## src/rtl/mux4_rr_arbiter_pkg.sv

```systemverilog
// Shared constants for the 4-way round-robin arbiter.
// FSM state encodings and default hold-timeout sizing.
package mux4_rr_arbiter_pkg;

  localparam logic [0:0] IDLE = 1'b0;
  localparam logic [0:0] OWN  = 1'b1;

  localparam int MAX_HOLD_DEF = 16;
  localparam int CNT_BITS_DEF = 5;

endpackage

```

## src/rtl/rr_priority_pick.sv

```systemverilog
// Combinational round-robin pick: first requester after last owner.
// Ports: req[3:0], last[1:0] in; winner[1:0], valid out.
module rr_priority_pick
  import mux4_rr_arbiter_pkg::*;
(
  input  logic [3:0] req,
  input  logic [1:0] last,
  output logic [1:0] winner,
  output logic       valid
);

  logic [7:0] dbl;
  logic [3:0] rot;
  logic [1:0] off;

  // rot[0] is the requester right after the last owner
  assign dbl = {req, req};
  assign rot = dbl[{1'b0, last} + 3'd1 +: 4];

  always_comb begin
    off = 2'd0;
    if (rot[0])      off = 2'd0;
    else if (rot[1]) off = 2'd1;
    else if (rot[2]) off = 2'd2;
    else if (rot[3]) off = 2'd3;
  end

  assign winner = last + 2'd1 + off;
  assign valid  = |req;

endmodule

```

## src/rtl/mux4_rr_arbiter.sv

```systemverilog
// Round-robin arbiter with hold timeout driving a 4:1 mux Selector.
// Ports: clk, reset(n) | Req[3:0], Done in | Grant, Selector, Busy, Timeout out.
module mux4_rr_arbiter
  import mux4_rr_arbiter_pkg::*;
#(
  parameter int MaxHold = MAX_HOLD_DEF,
  parameter int CntBits = CNT_BITS_DEF
) (
  input  logic       clk,
  input  logic       reset,
  input  logic [3:0] Req,
  input  logic       Done,
  output logic [3:0] Grant,
  output logic [1:0] Selector,
  output logic       Busy,
  output logic       Timeout
);

  logic [0:0]         state;
  logic [CntBits-1:0] cnt;
  logic [1:0]         last;
  logic [1:0]         win;
  logic               win_vld;
  logic               rel_b;
  logic               rel_c;
  logic               rel;

  rr_priority_pick u_pick (
    .req    (Req),
    .last   (last),
    .winner (win),
    .valid  (win_vld)
  );

  assign rel_b = ~Req[Selector];
  assign rel_c = (MaxHold != 0) &&
                 (cnt == CntBits'(MaxHold - 1));
  assign rel   = Done | rel_b | rel_c;

  always_ff @(posedge clk or negedge reset) begin
    if (!reset) begin
      state    <= IDLE;
      cnt      <= '0;
      last     <= 2'd3;
      Grant    <= 4'b0000;
      Selector <= 2'd0;
      Busy     <= 1'b0;
      Timeout  <= 1'b0;
    end else begin
      unique case (state)
        IDLE: begin
          Timeout <= 1'b0;
          if (win_vld) begin
            state    <= OWN;
            Grant    <= 4'b0001 << win;
            Selector <= win;
            Busy     <= 1'b1;
            cnt      <= '0;
          end
        end
        OWN: begin
          if (rel) begin
            state   <= IDLE;
            Grant   <= 4'b0000;
            Busy    <= 1'b0;
            last    <= Selector;
            // forced release only when nothing else ended it
            Timeout <= rel_c & ~Done & ~rel_b;
          end else begin
            Timeout <= 1'b0;
            if (cnt != CntBits'(MaxHold))
              cnt <= cnt + CntBits'(1);
          end
        end
        default: state <= IDLE;
      endcase
    end
  end

endmodule

```

## config.mk

```make
export PLATFORM = sky130hd
export DESIGN_NAME = mux4_rr_arbiter
export DESIGN_NICKNAME = d
export VERILOG_FILES = /design/src/rtl/mux4_rr_arbiter_pkg.sv /design/src/rtl/rr_priority_pick.sv /design/src/rtl/mux4_rr_arbiter.sv
export SDC_FILE = /design/constraint.sdc
export NUM_CORES = 1
export LEC_CHECK = 0
export BUFFER_PORTS_ARGS = -buffer_cell sky130_fd_sc_hd__buf_2
export CORE_MARGIN = 2
export CORE_UTILIZATION = 35
export DETAILED_ROUTE_END_ITERATION = 6
export HOLD_SLACK_MARGIN = 0.08
export PLACE_DENSITY = 0.54
export SYNTH_ARGS = -nofsm -noshare
export SYNTH_HDL_FRONTEND = slang
export SYNTH_SLANG_ARGS = --single-unit
export TNS_END_PERCENT = 30
```

## constraint.sdc

```tcl
create_clock -name clk -period 1.8 [get_ports clk]
set_input_delay 0.45 -clock clk [delete_from_list [all_inputs] [get_ports clk]]
set_output_delay 0.45 -clock clk [all_outputs]
set_load 0.03 [all_outputs]
```

==> results of run 1 <==
worst max-delay path, stage by stage, from the launching register on:
cell and delay [ns]:
sky130_fd_sc_hd__dfrtp_1 0.41, sky130_fd_sc_hd__ha_2 0.19, sky130_fd_sc_hd__and3_4 0.18, sky130_fd_sc_hd__ha_4 0.16, sky130_fd_sc_hd__nor2_4 0.15, sky130_fd_sc_hd__buf_6 0.12
sky130_fd_sc_hd__nand2_4 0.04, sky130_fd_sc_hd__nand2_4 0.10, sky130_fd_sc_hd__mux2_2 0.34
final cells by class:
type,instances,area share (%)
sequential,16,31.9
inverter,6,1.78
clock buffer,4,2.08
timing repair buffer,31,16.7
tap,30,2.97
multi-input combinational,70,44.5
power by group through the flow:
stage / sequential, uW / combinational, uW / clock [uW]
final: 625 / 1150 / 201
after global routing: 645 / 1280 / 231
after CTS: 617 / 999 / 215
after detailed placement: 623 / 960 / 0
after global placement: 620 / 961 / 0
after floorplan: 725 / 523 / 0
per-layer routing:
metal | part of all wire (%) | wire length (um) | GRT usage [%]
met4 | 0.58 | 12 | 3.14
met2 | 49 | 1010 | 24.0
met5 | 0 | 0 | 0
met3 | 3.6 | 74 | 4.45
met1 | 47 | 963 | 19.2
sequential cells by signal (all words and copies together) (netlist names):
register / flops
Timeout: 1
state: 1
last: 2
Grant: 4
Busy: 1
cnt: 5
Selector: 2
timing repair:
action	4_1_cts	5_1_grt
hold endpoints to repair	14	0
setup buffers	0	2
resized for setup	2	20
setup endpoints to repair	8	13
hold buffers	1	0
pin swaps	0	10
cloned	0	0
cell usage in the layout (no fill, tap or decap), drive strengths merged, types with 3 or more instances in the layout:
cell and n:
ha 4, clkbuf 4, a21oi 6, dfrtp 14
o21ai 6, nor2 8, o22ai 3, nand3 5
buf 30, nor3 4, inv 6, nand2 7
worst max path at each step:
stage,startpoint,end,slack [ns],cells after the start
after detailed placement,Req[1],Grant[2],-0.11,8
after CTS,cnt[0],cnt[3],-0.07,7
after global placement,Req[3],Grant[1],-0.1,9
after global routing,last[1],Grant[1],-0.08,8
after floorplan,Selector[0],Grant[0],0.02,5
final,cnt[0],last[1],0.02,8
per-stage QoR:
| step | hold slack (ns) | setup slack [ns] | power [uW] | cell area, sq um |
|---|---|---|---|---|
| floorplan | 0.154 | 0.0233 | 1250 | 921 |
| global placement | 0.387 | -0.0998 | 1580 | 1120 |
| detailed placement | 0.390 | -0.112 | 1580 | 1120 |
| CTS | 0.457 | -0.0673 | 1830 | 1160 |
| global route | 0.482 | -0.0786 | 2150 | 1260 |
| finish | 0.490 | 0.0171 | 1980 | 1260 |
kinds of logic (layout without fill, tap and decap cells):
family | after synthesis | after routing | synth area share [%]
xor gates and xnor gates | 2 | 2 | 1.91
muxes | 3 | 3 | 4.90
buffers and inverters | 8 | 41 | 4.22
adders and majority gates | 4 | 4 | 5.45
AOI/OAI and AO/OA | 25 | 25 | 17.4
DFF | 16 | 16 | 43.9
and+or+nand+nor | 36 | 36 | 22.2
==> impl_summary.md, run 1 <==
Synthesis
The synthesized netlist cell count is 94. Yosys instantiated no cell more often than sky130_fd_sc_hd__dfrtp_1. The number of nets in the synthesized netlist is between 100 and 150. Counting flops with a built-in enable in the synthesized netlist gives 0.

Sorting the synthesized cells by area gives the leading types as sky130_fd_sc_hd__dfrtp_1 (38%), sky130_fd_sc_hd__dfstp_2 (5.7%), sky130_fd_sc_hd__ha_1 (5.4%). The flip-flop cell with the highest count after synthesis is sky130_fd_sc_hd__dfrtp_1. The post-synthesis sequential element count is 16. Summing the sequential cell areas from Yosys gives approximately 44% of the chip area. The async set-reset flop share out of synthesis is 100%. After synthesis, the mean cell area works out to slightly below 10 sq um. The distinct cell type count after synthesis is 39. The largest total area in the synthesized netlist belongs to sky130_fd_sc_hd__dfrtp_1.

The share of the synthesized area in the top cell type is around two fifths. In the synthesized netlist, the cells that appear most often are sky130_fd_sc_hd__dfrtp_1 (14), sky130_fd_sc_hd__nor2_1 (8), sky130_fd_sc_hd__a21oi_1 (6), sky130_fd_sc_hd__inv_1 (6), sky130_fd_sc_hd__o21ai_0 (6). The Yosys step of the flow raised 0 warnings. The post-synthesis instance area is 918 sq um.

Floorplan
The core region is approximately 2500 sq um. Row generation in the floorplan step produced 18 rows. Once the floorplan was initialized, standard cells occupied 37.1% of the core. The chip width is 55.2 um. The floorplan step defined a die boundary enclosing roughly 3000 sq um. The die is 55.2 um tall. The number of placed I/O pins is 15.

CTS
The maximum number of buffers from clock root to sink is 2. TritonCTS built the clock tree. The sink count of the clock tree is 16. CTS built an H-tree with a depth of 1. At the later pin of the worst-skew pair, clock insertion delay measures approximately 0.29 ns.

The clock-pin slew reported for the worst setup and hold paths after clock tree synthesis is about 0.10 ns. The root buffer cell is sky130_fd_sc_hd__clkbuf_4. Counting the buffers created by CTS gives 3.

Final layout
Compared with the post-synthesis result, the final layout area differs by 37.5%. The sequential cell area is 403 sq um. The count of filler cells inserted in the layout is 241. Cells with a size suffix above 1 make up 43.3% of the layout.

In the final design database the tool counted between 100 and 150 nets. The number of antenna repair diodes is 0. The non-filler instance count after layout is between 150 and 200. Once layout is complete, the utilization of the core stands at between 50% and 60%. The area used by multi-input combinational logic is 562 sq um.

Outcome
The run finished with clean final reports.

GRT
The maximum number of pins on one net before global-route repair is 17. The via count of the first global-routing pass was between 800 and 900. The first-pass GRT wire length is roughly 3600 um. Global routing consumed, over all layers together, ~15% of the routing resources.

The initial antenna violation count is 0. The overflow left after global routing is 0.

Worst hold path
The worst min-delay path endpoint is Timeout. The worst hold-check path type is in2reg. Along the worst hold path, the cell count comes to 2. The worst hold path startpoint is Done.

STA
The hold violation count in the final report came to 0. The count of endpoints failing setup in the final report is 0. The count of final max-slew check failures is 0. The normalized max-slew margin is 73.7%.

The achievable frequency is between 500 and 600 MHz. The final critical path time including I/O delays and setup is about 1.8 ns. The transition time at the pin with the least slew margin is ~0.4 ns.

Clock skew on the completed layout was measured at roughly 0.013 ns. The sum of negative setup slack is 0 ns. The share of the cycle needed by the critical path after routing is between 90% and 100%. Setup repair after global routing could not meet its margin everywhere.

Worst setup path
The critical path startpoint category is a flop. The end of the worst register-to-register path is last[1]. The kind of capture point of the worst setup path is a flop. The required time at the worst-slack endpoint is approximately 2.0 ns. The startpoint of the worst-slack reg-to-reg timing path is cnt[0]. The number of cells on the worst reg-to-reg path is 8. The worst register-to-register path has a setup slack of approximately 0.017 ns. The worst path arrival time is ~2.0 ns. The type of the setup path with the least slack is reg2reg. In this run the worst path has a maximum fanout of 5.

Job
Max-cap violations in this run came to 0.

Placement
After detailed placement, the design holds a cell count of 150. The quantity of I/O buffers inserted on ports is 14. The placer's final routability congestion estimate is 0.912.

Summed over all nets, the half-perimeter wirelength after detailed placement is between 1000 and 1500 um.

Routing
Once detail routing completed, the nets flagged for antenna violations numbered 0. For this block, the via count after detailed routing is just over 800. In the final routed layout, each cell accounts on average for about 13 um.

The first-pass iteration count of the detailed router is 3. After detailed routing, the number of vias per cell comes to slightly above 5. After the first detailed-routing iteration, the DRC count stood at 16. The final layout contains routed wiring with a total length of between 2000 and 2500 um. The remaining design rule violation count is 0.

Power and ir drop
The fraction of power consumed by sequential logic is 31.6%. In this run switching power makes up between 40% and 50% of total power. The switching power of the nets is approximately 850 uW. Dividing total power by cell area gives a power density of 1570 nW/um^2. Summed over all cells, the static leakage comes to 0.000582 uW. The share of power burned in combinational logic is between 50% and 60%.

Across the VDD grid, the largest voltage drop is roughly 980 uV. The design internal power is between 1000 and 1500 uW. Of the total power, the clock network draws around a tenth.
Power figures use the tool's default switching activity.
==> run 2: changes to the inputs <==
==> constraint.sdc (replaced) <==
create_clock -name clk -period 1.6 [get_ports clk]
set_input_delay 0.4 -clock clk [delete_from_list [all_inputs] [get_ports clk]]
set_output_delay 0.4 -clock clk [all_outputs]
set_load 0.03 [all_outputs]
==> run 2 against run 1 <==
The flow now finishes with violations (negative setup slack). Non-clock buffer count grew 6. Maximum frequency grew 0.36%. Global-route usage grew 0.73 points. Highest routed layer unchanged.
==> impl_summary.md, run 2 (same netlist as run 1, synthesis figures left out) <==
Worst setup path
The worst setup path is launched from a flop. The kind of capture point of the worst setup path is a flop. For the worst setup path, the data required time is between 1.5 and 2 ns. On the worst path, the slowest cell contributes a delay of around 0.58 ns. The cell class contributing the biggest share of worst-path delay is compound AO/OA/AOI/OAI gates. The type of the setup path with the least slack is reg2reg. For this design, the slowest cell found on the critical path is sky130_fd_sc_hd__dfstp_2. The largest fanout on the critical path is 5.

The worst path arrival time is 1.95 ns. The signal on the critical path passes through inv_2 -> a21boi_2 -> a21oi_1 -> o22ai_1 -> o21ai_1 -> ha_2 -> xnor2_4 -> a32o_1. The number of buffers and inverters on the critical path is 1.

CTS
After clock tree synthesis, the clock-pin slew on the worst setup and hold paths is roughly 0.10 ns. The clock tree from TritonCTS is built. Counting along the longest clock path gives a buffer depth of 2. The clock buffer count from CTS is 3. The CTS H-tree depth is 1.

The clock latency of the later-clocked register in the worst-skew pair is between 0.2 and 0.3 ns. After clock tree synthesis, the setup repair step added 0 buffers. The tree is rooted in a sky130_fd_sc_hd__clkbuf_4.

CTS saw 16 sinks.

Power and ir drop
In this run the power density over the cells is roughly 1800 nW/um^2. The maximum vdd drop is around 1100 uV. The reported leakage power is roughly 0.0006 uW. After layout, the design draws a total of approximately 2400 uW.

STA
In the post-route analysis, the smallest setup slack over all paths is -0.176 ns. The count of final max-slew check failures is 0. The worst setup skew after layout is between 0.009 and 0.01 ns.

The routed design could run at a clock period as short as around 1.8 ns. Derived from the worst setup path, the maximum achievable clock frequency is approximately 560 MHz. Setup repair after global routing could not meet its margin everywhere. The worst path uses 111% of the clock period.

The hold violation count in the final report is 0. The transition time at the pin with the least slew margin is between 0.4 and 0.5 ns. The count of endpoints failing setup in the final report is 11. The normalized max-slew margin is slightly above 70%.

Routing
After detailed routing, the average wire length per cell comes to approximately 13 um. The first TritonRoute pass finished after 4 iterations. The via-per-instance ratio is about 5.0. Summed over all layers, the routed wires come to around 2200 um. After detailed routing, the number of remaining DRC violations is 0. The first routing iteration left 9 violations. In this run the remaining antenna-violating nets after routing total 0.

The via count of the routed design is approximately 800.

Placement
The post-detailed-placement half-perimeter wirelength is 1620 um. The post-placement setup slack is -0.230 ns. The placer's final routability congestion estimate is around 0.76.

The placed instance count is 158. The quantity of I/O buffers inserted on ports is 14.

Floorplan
The floorplan step defined a die boundary enclosing between 3000 and 4000 sq um. The die height is around 55 um. The number of rows in the core area is 18. The chip width is 55.2 um.

The number of placed I/O pins is 15. The effective utilization at floorplan is between 30% and 40%. After floorplanning, the core was sized to cover about 2500 sq um.

Outcome
The checks that failed: negative setup slack. The flow ran to the end, but the final reports show violations.

Final layout
In the layout the commonest cells are sky130_fd_sc_hd__buf_4 (21), sky130_fd_sc_hd__buf_2 (14), sky130_fd_sc_hd__dfrtp_1 (13). The proportion of layout cells with a drive suffix above 1 is 48.9%. Counting flops per register, the top entry is cnt. The flip-flop count of the largest register after layout is 5. The most common cell after layout, fill and taps aside is sky130_fd_sc_hd__buf_4.

The synthesis-to-layout area growth is 44.3%. The final-stage net count is approximately 150. The count of filler cells inserted in the layout is 236.

The largest registers in the layout are cnt x5, Grant x4. The number of antenna diodes in the final layout is 0. The finished layout holds 163 standard cells, fillers aside.

GRT
The first-pass GRT wire length is around 3800 um. The overflow left after global routing is 0. The maximum number of pins on one net before global-route repair is 17.

For this run, the total global-route usage over all layers was measured as ~15%. The via count of the first global-routing pass is approximately 810. The initial antenna violation count is 0.

Job
The tool flagged a number of max-cap violations equal to 0.

Worst hold path
The worst hold path belongs to the class in2reg.
-- run 2: cell count changes in the layout (fill, tap and decap cells not counted), sizes merged --
cell  change
buf       +6
-- run 2: report_power, final --
part	switching (uW)	internal (uW)	leakage [uW]	total (uW)
Sequential	97.3	566	0.000203	663
Combinational	758	678	0.000390	1440
Clock	128	138	0.0000210	266
Total	983	1380	0.000615	2360
-- run 2: worst register-to-register path, cell delays in order (launching register included) --
cell and delay, ns:
sky130_fd_sc_hd__dfstp_2 0.58, sky130_fd_sc_hd__inv_2 0.05, sky130_fd_sc_hd__a21boi_2 0.10, sky130_fd_sc_hd__a21oi_1 0.05
sky130_fd_sc_hd__o22ai_1 0.19, sky130_fd_sc_hd__o21ai_1 0.09, sky130_fd_sc_hd__ha_2 0.22, sky130_fd_sc_hd__xnor2_4 0.15
sky130_fd_sc_hd__a32o_1 0.24
-- run 2: worst paths after layout --
kind | slack, ns | end | start | depth (start not counted)
max | -0.18 | Grant[1] | last[1] | 8
min | 0.44 | Timeout | Done | 2
max reg2reg | -0.18 | Grant[1] | last[1] | 8
min reg2reg | 0.50 | Busy | Busy | 1
max in group asynchronous | 0.72 | last[0] | reset | 2
min in group asynchronous | 0.56 | Timeout | reset | 2
-- run 2: stage by stage --
stage	util [%]	TNS, ns	area, sq um	hold slack (ns)
6_report	53.5	-1.03	1330	0.444
5_1_grt	53.5	-2.39	1330	0.429
4_1_cts	52.7	-1.31	1310	0.433
3_5_place_dp	49.8	-1.93	1230	0.349
3_3_place_gp	49.8	-1.97	1230	0.347
2_1_floorplan	-	-0.346	965	0.104
-- run 2: repair_timing --
action,in CTS,in global routing
endpoints found under the setup margin,13,13
gates resized for setup,7,5
hold buffers,1,0
pin swaps,14,6
hold endpoints to repair,14,0
cloned,0,0
-- run 2: area by class of cell --
cell class / count / area [sq um] / area share (%)
multi-input combinational: 70 / 567 / 42.8
sequential: 16 / 404 / 30.5
timing repair buffer: 37 / 258 / 19.5
tap: 30 / 37.5 / 2.83
clock buffer: 4 / 36.3 / 2.74
inverter: 6 / 22.5 / 1.70
-- run 2: per-layer routing --
layer | share of wire [%] | up-vias | global-route usage, %
met5 | 0 | - | 0
met4 | 0.60 | 0 | 4.18
met3 | 2.8 | 2 | 3.98
met2 | 44 | 12 | 22.6
met1 | 53 | 377 | 22.5
li1 | - | 420 | -
